## src/rtl/demod_arbiter.sv

```systemverilog
// Packet-level round-robin arbiter sharing one FM demodulation datapath between two
// AXI-Stream I/Q channels; routes results back tagged with the owning channel.
module demod_arbiter #(
    parameter int DATA_W = 32
) (
    input  logic              s00_axis_aclk,
    input  logic              s00_axis_aresetn,

    input  logic              s00_axis_tvalid,
    output logic              s00_axis_tready,
    input  logic [DATA_W-1:0] s00_axis_tdata,
    input  logic              s00_axis_tlast,

    input  logic              s01_axis_tvalid,
    output logic              s01_axis_tready,
    input  logic [DATA_W-1:0] s01_axis_tdata,
    input  logic              s01_axis_tlast,

    output logic              m00_axis_tvalid,
    input  logic              m00_axis_tready,
    output logic [DATA_W-1:0] m00_axis_tdata,
    output logic              m00_axis_tlast,

    input  logic              s02_axis_tvalid,
    output logic              s02_axis_tready,
    input  logic [DATA_W-1:0] s02_axis_tdata,
    input  logic              s02_axis_tlast,

    output logic              m01_axis_tvalid,
    input  logic              m01_axis_tready,
    output logic [DATA_W-1:0] m01_axis_tdata,
    output logic              m01_axis_tlast,
    output logic              m01_axis_tuser,

    output logic              dp_aresetn
);

    // Handshake: a beat transfers on a rising clock edge where tvalid and tready are both
    // high; a source holds tvalid/tdata/tlast until accepted, a sink may toggle tready freely.

    typedef enum logic [1:0] {
        IDLE  = 2'd0,
        XFER  = 2'd1,
        DRAIN = 2'd2,
        CLEAR = 2'd3
    } state_t;

    state_t state_q, state_d;
    logic   owner_q, owner_d;
    logic   last_grant_q, last_grant_d;
    logic   dp_aresetn_q, dp_aresetn_d;

    logic   in_xfer;
    logic   pkt_active;
    logic   grant;
    logic   in_last_acc;
    logic   ret_last_acc;

    always_ff @(posedge s00_axis_aclk or negedge s00_axis_aresetn) begin
        if (!s00_axis_aresetn) begin
            state_q      <= IDLE;
            owner_q      <= 1'b0;
            last_grant_q <= 1'b1;
            dp_aresetn_q <= 1'b0;
        end else begin
            state_q      <= state_d;
            owner_q      <= owner_d;
            last_grant_q <= last_grant_d;
            dp_aresetn_q <= dp_aresetn_d;
        end
    end

    always_comb begin
        in_xfer    = (state_q == XFER);
        pkt_active = (state_q == XFER) || (state_q == DRAIN);

        // Forward path: owner's stream muxed onto the datapath input, only while in XFER.
        m00_axis_tvalid = 1'b0;
        m00_axis_tdata  = owner_q ? s01_axis_tdata : s00_axis_tdata;
        m00_axis_tlast  = owner_q ? s01_axis_tlast : s00_axis_tlast;
        if (in_xfer) begin
            m00_axis_tvalid = owner_q ? s01_axis_tvalid : s00_axis_tvalid;
        end
        s00_axis_tready = in_xfer && !owner_q && m00_axis_tready;
        s01_axis_tready = in_xfer &&  owner_q && m00_axis_tready;

        // Return path: results pass straight through for the whole packet lifetime.
        m01_axis_tvalid = pkt_active && s02_axis_tvalid;
        m01_axis_tdata  = s02_axis_tdata;
        m01_axis_tlast  = s02_axis_tlast;
        m01_axis_tuser  = pkt_active && owner_q;
        s02_axis_tready = pkt_active && m01_axis_tready;

        dp_aresetn = dp_aresetn_q;

        in_last_acc  = m00_axis_tvalid && m00_axis_tready && m00_axis_tlast;
        ret_last_acc = m01_axis_tvalid && m01_axis_tready && s02_axis_tlast;
    end

    always_comb begin
        // A tie goes to the channel that was not served last.
        if (s00_axis_tvalid && s01_axis_tvalid) begin
            grant = !last_grant_q;
        end else if (s00_axis_tvalid) begin
            grant = 1'b0;
        end else begin
            grant = 1'b1;
        end
    end

    always_comb begin
        state_d      = state_q;
        owner_d      = owner_q;
        last_grant_d = last_grant_q;

        case (state_q)
            IDLE: begin
                if (s00_axis_tvalid || s01_axis_tvalid) begin
                    owner_d = grant;
                    state_d = XFER;
                end
            end
            XFER: begin
                // Return tlast can only follow the input tlast, so it takes priority.
                if (ret_last_acc) begin
                    state_d = CLEAR;
                end else if (in_last_acc) begin
                    state_d = DRAIN;
                end
            end
            DRAIN: begin
                if (ret_last_acc) begin
                    state_d = CLEAR;
                end
            end
            CLEAR: begin
                last_grant_d = owner_q;
                state_d      = IDLE;
            end
            default: begin
                state_d = IDLE;
            end
        endcase

        // Registered so the datapath reset is low for exactly the CLEAR cycle.
        dp_aresetn_d = (state_d != CLEAR);
    end

endmodule

```

## config.mk

```make
export PLATFORM = sky130hd
export DESIGN_NAME = demod_arbiter
export DESIGN_NICKNAME = d
export VERILOG_FILES = /design/src/rtl/demod_arbiter.sv
export SDC_FILE = /design/constraint.sdc
export NUM_CORES = 1
export LEC_CHECK = 0
export CORE_MARGIN = 8
export CORE_UTILIZATION = 23
export CTS_CLUSTER_DIAMETER = 120
export CTS_CLUSTER_SIZE = 40
export DETAILED_ROUTE_END_ITERATION = 10
export PLACE_DENSITY = 0.95
export SLEW_MARGIN = 10
export SYNTH_ARGS = -nofsm -noshare
export SYNTH_HDL_FRONTEND = slang
export SYNTH_SLANG_ARGS = --single-unit
```

## constraint.sdc

```tcl
create_clock -name s00_axis_aclk -period 2.6 [get_ports s00_axis_aclk]
set_clock_uncertainty 0.2 [all_clocks]
set_input_delay 0.26 -clock s00_axis_aclk [delete_from_list [all_inputs] [get_ports s00_axis_aclk]]
set_output_delay 0.26 -clock s00_axis_aclk [all_outputs]
set_load 0.005 [all_outputs]
```

==> results of run 1 <==
-- cells in the mapped netlist --
library cell and n:
inv_1 2, dfrtp_1 4, buf_2 4, dfstp_2 1, buf_4 33, a21oi_1 1
a211oi_1 1, a41o_1 1, ha_1 5, o31ai_1 1, mux2i_1 1, and3_1 1
a32o_1 1, nor2_1 2, o41ai_2 1, nand2_1 5, nand3b_1 1, a31oi_1 1
mux2_2 34, o32ai_1 1, nand3_1 1, and2_1 3, nor2b_1 1, o31a_1 1
-- final cells by class --
class                   instances  area (um2)  area share
well taps                      52        65.1      0.0324
repair buffers                116        1160       0.576
clock buffers                   4        45.0      0.0225
inverters                       2        7.51     0.00374
flip-flops and latches          5         126      0.0630
multi-input cells              63         606       0.302
-- cells by family after synthesis --
family	count (synthesis)	share of synthesized area
flip-flops	5	0.125
buffers and inverters	39	0.273
AND/OR/NAND/NOR	14	0.0696
AO/OA/AOI/OAI	9	0.0795
multiplexers	35	0.390
adder cells (fa/ha/maj)	5	0.0621
-- cells in the final DEF, fill, tap and decap left out, types with 2 or more instances in the layout --
cell type        netlist  final
nand2_1                5      5
dfrtp_1                4      4
mux2_2                34     34
and2_1                 3      3
nor2_1                 2      2
inv_1                  2      2
ha_1                   5      5
clkbuf_8               0      3
clkdlybuf4s50_1        0    114
buf_4                 33      2
-- metrics by stage --
| stage | total power, mW | hold WS, ns | worst slack [ns] | utilization | instance area, um2 |
|---|---|---|---|---|---|
| final | 1.41 | 0.0783 | 0.372 | 0.467 | 2010 |
| after global routing | 1.52 | 0.0911 | 0.283 | 0.467 | 2010 |
| after CTS | 1.44 | 0.0861 | 0.377 | 0.467 | 2010 |
| after detailed placement | 1.28 | 0.320 | 0.535 | 0.457 | 1960 |
| after global placement | 1.26 | 0.310 | 0.537 | 0.457 | 1960 |
| after floorplan | 0.714 | -0.236 | 0.898 | - | 1010 |
-- state kept, by name, indices dropped and copies added, names as in the netlist --
register	cells
last_grant_q	1
state_q	2
dp_aresetn	1
owner_q	1
-- worst register-to-register path: stages (launching register included) --
cell      delay [ns]
dfrtp_1         0.41
inv_1           0.10
ha_1            0.33
a41o_1          0.20
a211oi_1        0.06
o41ai_2         0.35
nand2_1         0.11
-- power groups by stage --
stage / clock network, mW / registers [mW] / logic [mW]
4_1_cts: 0.151 / 0.139 / 1.15
6_report: 0.142 / 0.140 / 1.13
3_5_place_dp: 0 / 0.140 / 1.14
2_1_floorplan: 0 / 0.137 / 0.577
5_1_grt: 0.160 / 0.146 / 1.21
3_3_place_gp: 0 / 0.138 / 1.12
-- path summary, 6_finish.rpt --
check                                             to  depth (start not counted)                      from
min in group s00_axis_aclk         m01_axis_tdata[0]                          0         s02_axis_tdata[0]
min                             dp_aresetn$_DFF_PN0_                          1          s00_axis_aresetn
max reg2reg                     dp_aresetn$_DFF_PN0_                          6      state_q[1]$_DFF_PN0_
min reg2reg                      owner_q$_DFFE_PN0P_                          2  last_grant_q$_DFFE_PN1N_
max                               m00_axis_tdata[25]                          3       owner_q$_DFFE_PN0P_
max in group asynchronous   last_grant_q$_DFFE_PN1N_                          1          s00_axis_aresetn
-- routing by layer --
layer	up-vias	routed length, um	track usage
li1	508	-	-
met1	480	1400	0.107
met2	72	2500	0.224
met3	2	699	0.0639
met4	0	8	0.0263
met5	-	0	0
==> flow_summary.ini, run 1 <==
[synthesis]
syn_area_um2 = 1010
seq_area_frac_synth = 0.125
synth_fp_nets = 218
ys_types = 24
synth.avg_cell_area_um2 = 9.41
yosysTopAreaCellShare = 0.380
synthTopCellsByArea = mux2_2, buf_4, dfrtp_1
ys_seq_elements = 5
yosys_warnings = 0
synth_top_cell_by_area = mux2_2
synthCells = 107

[routing]
wirelength_um = 4600
drt_iter0_markers = 13
via_per_inst = 4.39
antenna_left = 0
dr.pass1.iters = 3
wl_per_cell_um = 19.0
drc = 0
dr_total_vias = 1062

[worst_setup_path]
cp_max_fo = 29
cp-end-kind = output pin
cp_data_required_time_ns = 2.14
start_kind = flip-flop
cp_top_family = buffers and inverters
path_class = flip-flop to output pin
arrival_ns = 1.77
slowest_delay_ns = 0.46
rrSetupSlack_ns = 0.71
critPathBufInv = 2
path_cells = buf_4 > mux2_2 > clkdlybuf4s50_1
slowest_stage = clkdlybuf4s50_1

[place]
dp.final_hpwl_um = 4100
dp_cells = 238
port_buffers = 114
gp_congestion = 0.714

[sta]
setup_viol = 0
max_slew_margin = 0.764
max_freq_mhz = 449
worstMarginPinSlew_ns = 0.354
timing.final.crit_share = 0.857
rsz0062_at_grt = false
hold_viol = 0
fin_tns_setup_ns = 0
period_minus_slack_ns = 2.23
drv_slew = 0

[finish]
diodes = 0
nNetsFinal = 302
drive_gt1_frac = 0.216
syn_to_final_growth_pct = 99.1
post_layout_nonfiller_instances = 242
fillers = 414

[job]
max_cap_viol_count = 0

[clock_tree]
cts_made_buffers = 3
cts_resized = 0
clock_sinks = 5
worst_skew_pair.late_latency_ns = 0.22
cts_tree = built
ctsHoldBuffers = 0
clk_pin_slew_ns = 0.04
cts_setup_buffers = 0
clock_path_buffers = 2
clockRootBuffer = clkbuf_8
cts_max_level = 1

[floorplanning]
dieHeight_um = 82.2
io_pins = 179
row_count = 24
start_util = 0.235
fp.dieW_um = 82.2
core-area_um2 = 4290
die_area_um2 = 6750

[pwr]
p_leak_nw = 0.773
power_frac_comb = 0.800
intPower_uw = 950
power_density_nw_per_um2 = 703
ir_worst_vdd_mv = 0.218
p_switching_uw = 460
seqPwrFrac = 0.099
swShare = 0.326
pwr-share-clk = 0.101

[global_route]
gr-total-overflow = 0
grt_first_pass_wirelength_um = 6200
antenna_found_initial = 0
grt_max_degree = 30
grt_use_total = 0.118
grt_pass1_vias = 1186

[worst_hold_path]
holdCritPathClass = input port to asynchronous set/reset pin

[run_status]
status = completed
(Power assumes the default switching activity.)
==> run 2, diff against run 1 <==
Settings changed: MAX_ROUTING_LAYER set to met4.
Clock period 2.6 ns to 2.66 ns, I/O delays scaled along.
==> run 2 against run 1 <==
  * Final cell count is 0.41% lower
  * Routed wire length decreased by 2.6%
  * Utilization grew 0.12 points
  * Flip-flop and latch count is the same
  * Non-clock buffer count shrank 1
  * Total power decreased by 1.5%
  * Register-to-register slack improved by 0.06 ns
  * First-iteration DRC count down 31%
  * Sequential power about the same
==> flow_summary.ini, run 2 (same netlist as run 1, synthesis figures left out) <==
[clock_tree]
clk_pin_slew_ns = 0.03
cts_resized = 0
cts_tree = built
cts_setup_buffers = 0
clock_path_buffers = 2
clock_sinks = 5
worst_skew_pair.late_latency_ns = 0.22
ctsHoldBuffers = 0
clockRootBuffer = clkbuf_8
cts_max_level = 1
cts_made_buffers = 3

[global_route]
grt_pass1_vias = 1140
grt_use_total = 0.113
antenna_found_initial = 0
grt_first_pass_wirelength_um = 5730
gr-total-overflow = 0
grt_max_degree = 41

[run_status]
status = completed

[floorplanning]
dieHeight_um = 82.2
row_count = 24
die_area_um2 = 6750
fp.dieW_um = 82.2
start_util = 0.235
io_pins = 179
core-area_um2 = 4290

[place]
dp_cells = 237
port_buffers = 114
dp.final_hpwl_um = 3990
place_area_um2 = 1970
dp_slack_ns = 0.588
gp_congestion = 0.719

[worst_hold_path]
holdCritPathClass = input port to asynchronous set/reset pin

[finish]
drive_gt1_frac = 0.212
mostFrequentLayoutCells = clkdlybuf4s50_1, mux2_2, nand2_1, ha_1, dfrtp_1
top_register = state_q
diodes = 0
fillers = 398
layout_commonest_cell = clkdlybuf4s50_1
nNetsFinal = 301
fin_area_um2 = 2010
post_layout_nonfiller_instances = 241
utilization = 0.468
largest_reg_flops = 2
syn_to_final_growth_pct = 99.6

[sta]
fin_tns_setup_ns = 0
max_freq_mhz = 456
worstMarginPinSlew_ns = 0.313
rsz0062_at_grt = false
worst_slack_ns = 0.468
setup_viol = 0
max_slew_margin = 0.789
timing.final.crit_share = 0.824
drv_slew = 0
hold_viol = 0
period_minus_slack_ns = 2.19

[routing]
via_per_inst = 4.35
wl_per_cell_um = 18.6
drt_iter0_markers = 9
antenna_left = 0
drc = 0
dr.pass1.iters = 3
dr_total_vias = 1049
wirelength_um = 4480

[pwr]
power_density_nw_per_um2 = 691
p_switching_uw = 449
swShare = 0.323
p_leak_nw = 0.773
ir_worst_vdd_mv = 0.276
seqPwrFrac = 0.101
intPower_uw = 940
power_frac_comb = 0.800
pwr-share-clk = 0.098

[worst_setup_path]
start_kind = flip-flop
slowest_stage = clkdlybuf4s50_1
cp-end-kind = output pin
slowest_delay_ns = 0.51
cp_max_fo = 5
cp_data_required_time_ns = 2.19
cp_top_family = buffers and inverters
path_class = flip-flop to output pin
path_cells = inv_1 > ha_1 > and2_1 > clkdlybuf4s50_1
arrival_ns = 1.73
critPathBufInv = 2

[job]
max_cap_viol_count = 0
[run 2: worst paths after layout]
path	start	endpoint	slack, ns	cells after the start
setup / recovery	state_q[0]$_DFF_PN0_	s02_axis_tready	0.47	4
max in group asynchronous	s00_axis_aresetn	last_grant_q$_DFFE_PN1N_	1.90	1
hold reg to reg	owner_q$_DFFE_PN0P_	last_grant_q$_DFFE_PN1N_	0.37	1
min in group s00_axis_aclk	s02_axis_tdata[0]	m01_axis_tdata[0]	0.33	0
hold / removal	s00_axis_aresetn	dp_aresetn$_DFF_PN0_	0.09	1
setup reg to reg	state_q[0]$_DFF_PN0_	dp_aresetn$_DFF_PN0_	0.77	6
[run 2: cell type report]
type | count | area (um2) | share of cell area
inverters | 2 | 7.51 | 0.00373
repair buffers | 115 | 1160 | 0.577
multi-input cells | 63 | 606 | 0.301
flip-flops and latches | 5 | 126 | 0.0628
clock buffers | 4 | 45.0 | 0.0224
well taps | 52 | 65.1 | 0.0324
[run 2: routing by layer]
metal / vias to the layer above / global-route usage / wire length [um]
met3: 2 / 0.0563 / 688
li1: 506 / - / -
met1: 469 / 0.0982 / 1390
met2: 72 / 0.207 / 2400
met5: - / - / 0
met4: 0 / 0.0351 / 6
[run 2: power groups by stage]
stage               combinational [mW]  sequential (mW)  clock, mW
finish                            1.11            0.141      0.136
global route                      1.19            0.145      0.147
CTS                               1.13            0.142      0.142
detailed placement                1.12            0.142          0
floorplan                        0.564            0.134          0
global placement                  1.11            0.139          0
[run 2: worst reg2reg max path: cells and delay by family (launching register included)]
family | cells | cell delay [ns]
AO/OA/AOI/OAI | 3 | 0.64
adder cells (fa/ha/maj) | 1 | 0.33
buffers and inverters | 1 | 0.10
flip-flops | 1 | 0.41
AND/OR/NAND/NOR | 1 | 0.08
[run 2: through the flow]
step / hold slack [ns] / power, mW
after floorplan: -0.230 / 0.698
after global placement: 0.313 / 1.25
after detailed placement: 0.323 / 1.26
after CTS: 0.0908 / 1.41
after global routing: 0.103 / 1.48
final: 0.0890 / 1.39
==> edit, RTL diff (config.mk and constraints of run 2) <==
Change the parameter `DATA_W` from 32 to 24.
--- a/src/rtl/demod_arbiter.sv
+++ b/src/rtl/demod_arbiter.sv
@@ -1,7 +1,7 @@
 // Packet-level round-robin arbiter sharing one FM demodulation datapath between two
 // AXI-Stream I/Q channels; routes results back tagged with the owning channel.
 module demod_arbiter #(
-    parameter int DATA_W = 32
+    parameter int DATA_W = 24
 ) (
     input  logic              s00_axis_aclk,
     input  logic              s00_axis_aresetn,
Interface: changed (5 resized); port bits go from 179 to 139. The function was not compared with the original's and may differ.
==> edit against run 2 <==
- design area shrank 16%
- first-iteration DRC count is the same
- setup slack worse by 0.025 ns
- non-clock buffer count fell by 24
- critical path type unchanged
- area after synthesis down 13%
- register-to-register slack got worse by 0.06 ns
- sequential cell count stayed put
- power decreased by 13%
- largest power group unchanged
- wire length decreased by 27%
==> edit: results (changes against run 2) <==
outcome completed (unchanged); NumNets Final 245 (was 301); Port Buffer Count 90 (was 114); Clock Path Buffers 2 (unchanged); DR WL/cell 16.03 um (was 18.59 um); syn nets 178 (was 218); GRT Total Usage 10.30% (was 11.26%); largest cells by area after synthesis mux2_2 33%, buf_4 22%, dfrtp_1 11%, ha_1 7.1%, dfstp_2 3.0% (was mux2_2 38%, buf_4 25%, dfrtp_1 9.9%, ha_1 6.2%, dfstp_2 2.6%); worst slew pin tran 0.3229 ns (was 0.3126 ns); FF-to-FF setup slack 0.71 ns (was 0.77 ns); Leak 0.6626 nW (was 0.7733 nW); top_reg_cell synth dfrtp_1 (unchanged); Hold Slack 0.05954 ns (was 0.08896 ns); WL final 3.286 mm (was 4.479 mm); register area share after synthesis 14.41% (was 12.55%); Met1 Wirelength 1.081 mm (was 1.386 mm); root buffer cell clkbuf_8 (unchanged); sequential share of cell area 7.465% (was 6.285%); Clock-cell share 2.661% (was 2.240%); CP max stage delay 0.50 ns; pre-CTS setup slack 0.5398 ns (was 0.5880 ns); number of distinct library cells after synthesis 24 (unchanged); post-cts sizing count 0 (unchanged); max reg flops 2 (unchanged); met1 Use GR 9.205% (was 9.817%); Peak supply drop 0.6749 mV (was 0.2757 mV); share of cells above drive strength 1 21.66% (was 21.16%); grt met3 use 2.650% (was 5.628%); first-pass GRT wire length 5.009 mm (was 5.733 mm); Critical R2R Launch state_q[0] (unchanged); multi-input combinational area share 31.49% (was 30.12%); Data arrival, critical path 1.75 ns (was 1.73 ns); seq_cells 5 (unchanged); grt met2 use 20.72% (was 20.68%); total CTS buffers 3 (unchanged); Cell Count Post-Placement 201 (was 237); Layout non-clock buf frac 54.40% (was 57.75%); comb_multi_in 55 (was 63); CLK BUF 4 (unchanged); met2 WL 1.896 mm (was 2.398 mm); DR pass1 iterations 2 (was 3); fillers 365 (was 398); Non-clock buffers 91 (was 115); largest net degree at the start of global routing 30 (was 41); number of global-route vias before repair 992 (was 1,140); GPL Wtd Cong 0.7677 (was 0.7192); area of the mapped netlist 877.1 um^2 (was 1007 um^2); Synth top cells by count 26 x buf_4, 26 x mux2_2, 5 x ha_1, 5 x nand2_1, 4 x dfrtp_1 (was 34 x mux2_2, 33 x buf_4, 5 x ha_1, 5 x nand2_1); n_diodes 0 (unchanged); Post-Syn Area per Cell 9.638 um^2 (was 9.413 um^2); DP Area 1648 um^2 (was 1966 um^2); Met3 Wirelength 291 um (was 688 um); CP max-delay cell clkdlybuf4s50_1 (unchanged); Post-DP HPWL 2.886 mm (was 3.992 mm); Fin. Hold Viols 0 (unchanged); asr flop ratio synth 100.0% (unchanged); Vias 901 (was 1,049)
edit: power by group:
group	switching (mW)	total [mW]	leakage (nW)	internal, mW
sequential	0.0358	0.147	0.0562	0.112
clock	0.0357	0.138	0.0228	0.103
combinational	0.320	0.925	0.584	0.605
total	0.392	1.21	0.663	0.819
edit: cells by family after synthesis:
group	Yosys count	share of synthesized area [%]
buffers and inverters	31	24.82
and+or+nand+nor	14	9.416
muxes	27	34.52
DFF	5	14.41
AOI/OAI and AO/OA	9	9.701
adders and majority gates	5	7.133
edit: worst max-delay path by stage:
stage               startpoint              end  slack, ns  cells after the start
3_5_place_dp   s00_axis_tvalid  m00_axis_tvalid       0.54                      4
4_1_cts             state_q[0]  s02_axis_tready       0.43                      4
5_1_grt             state_q[1]  s02_axis_tready       0.36                      4
2_1_floorplan       state_q[0]       dp_aresetn       0.95                      6
6_report            state_q[0]  s02_axis_tready       0.44                      4
3_3_place_gp   s00_axis_tvalid  m00_axis_tvalid       0.53                      4
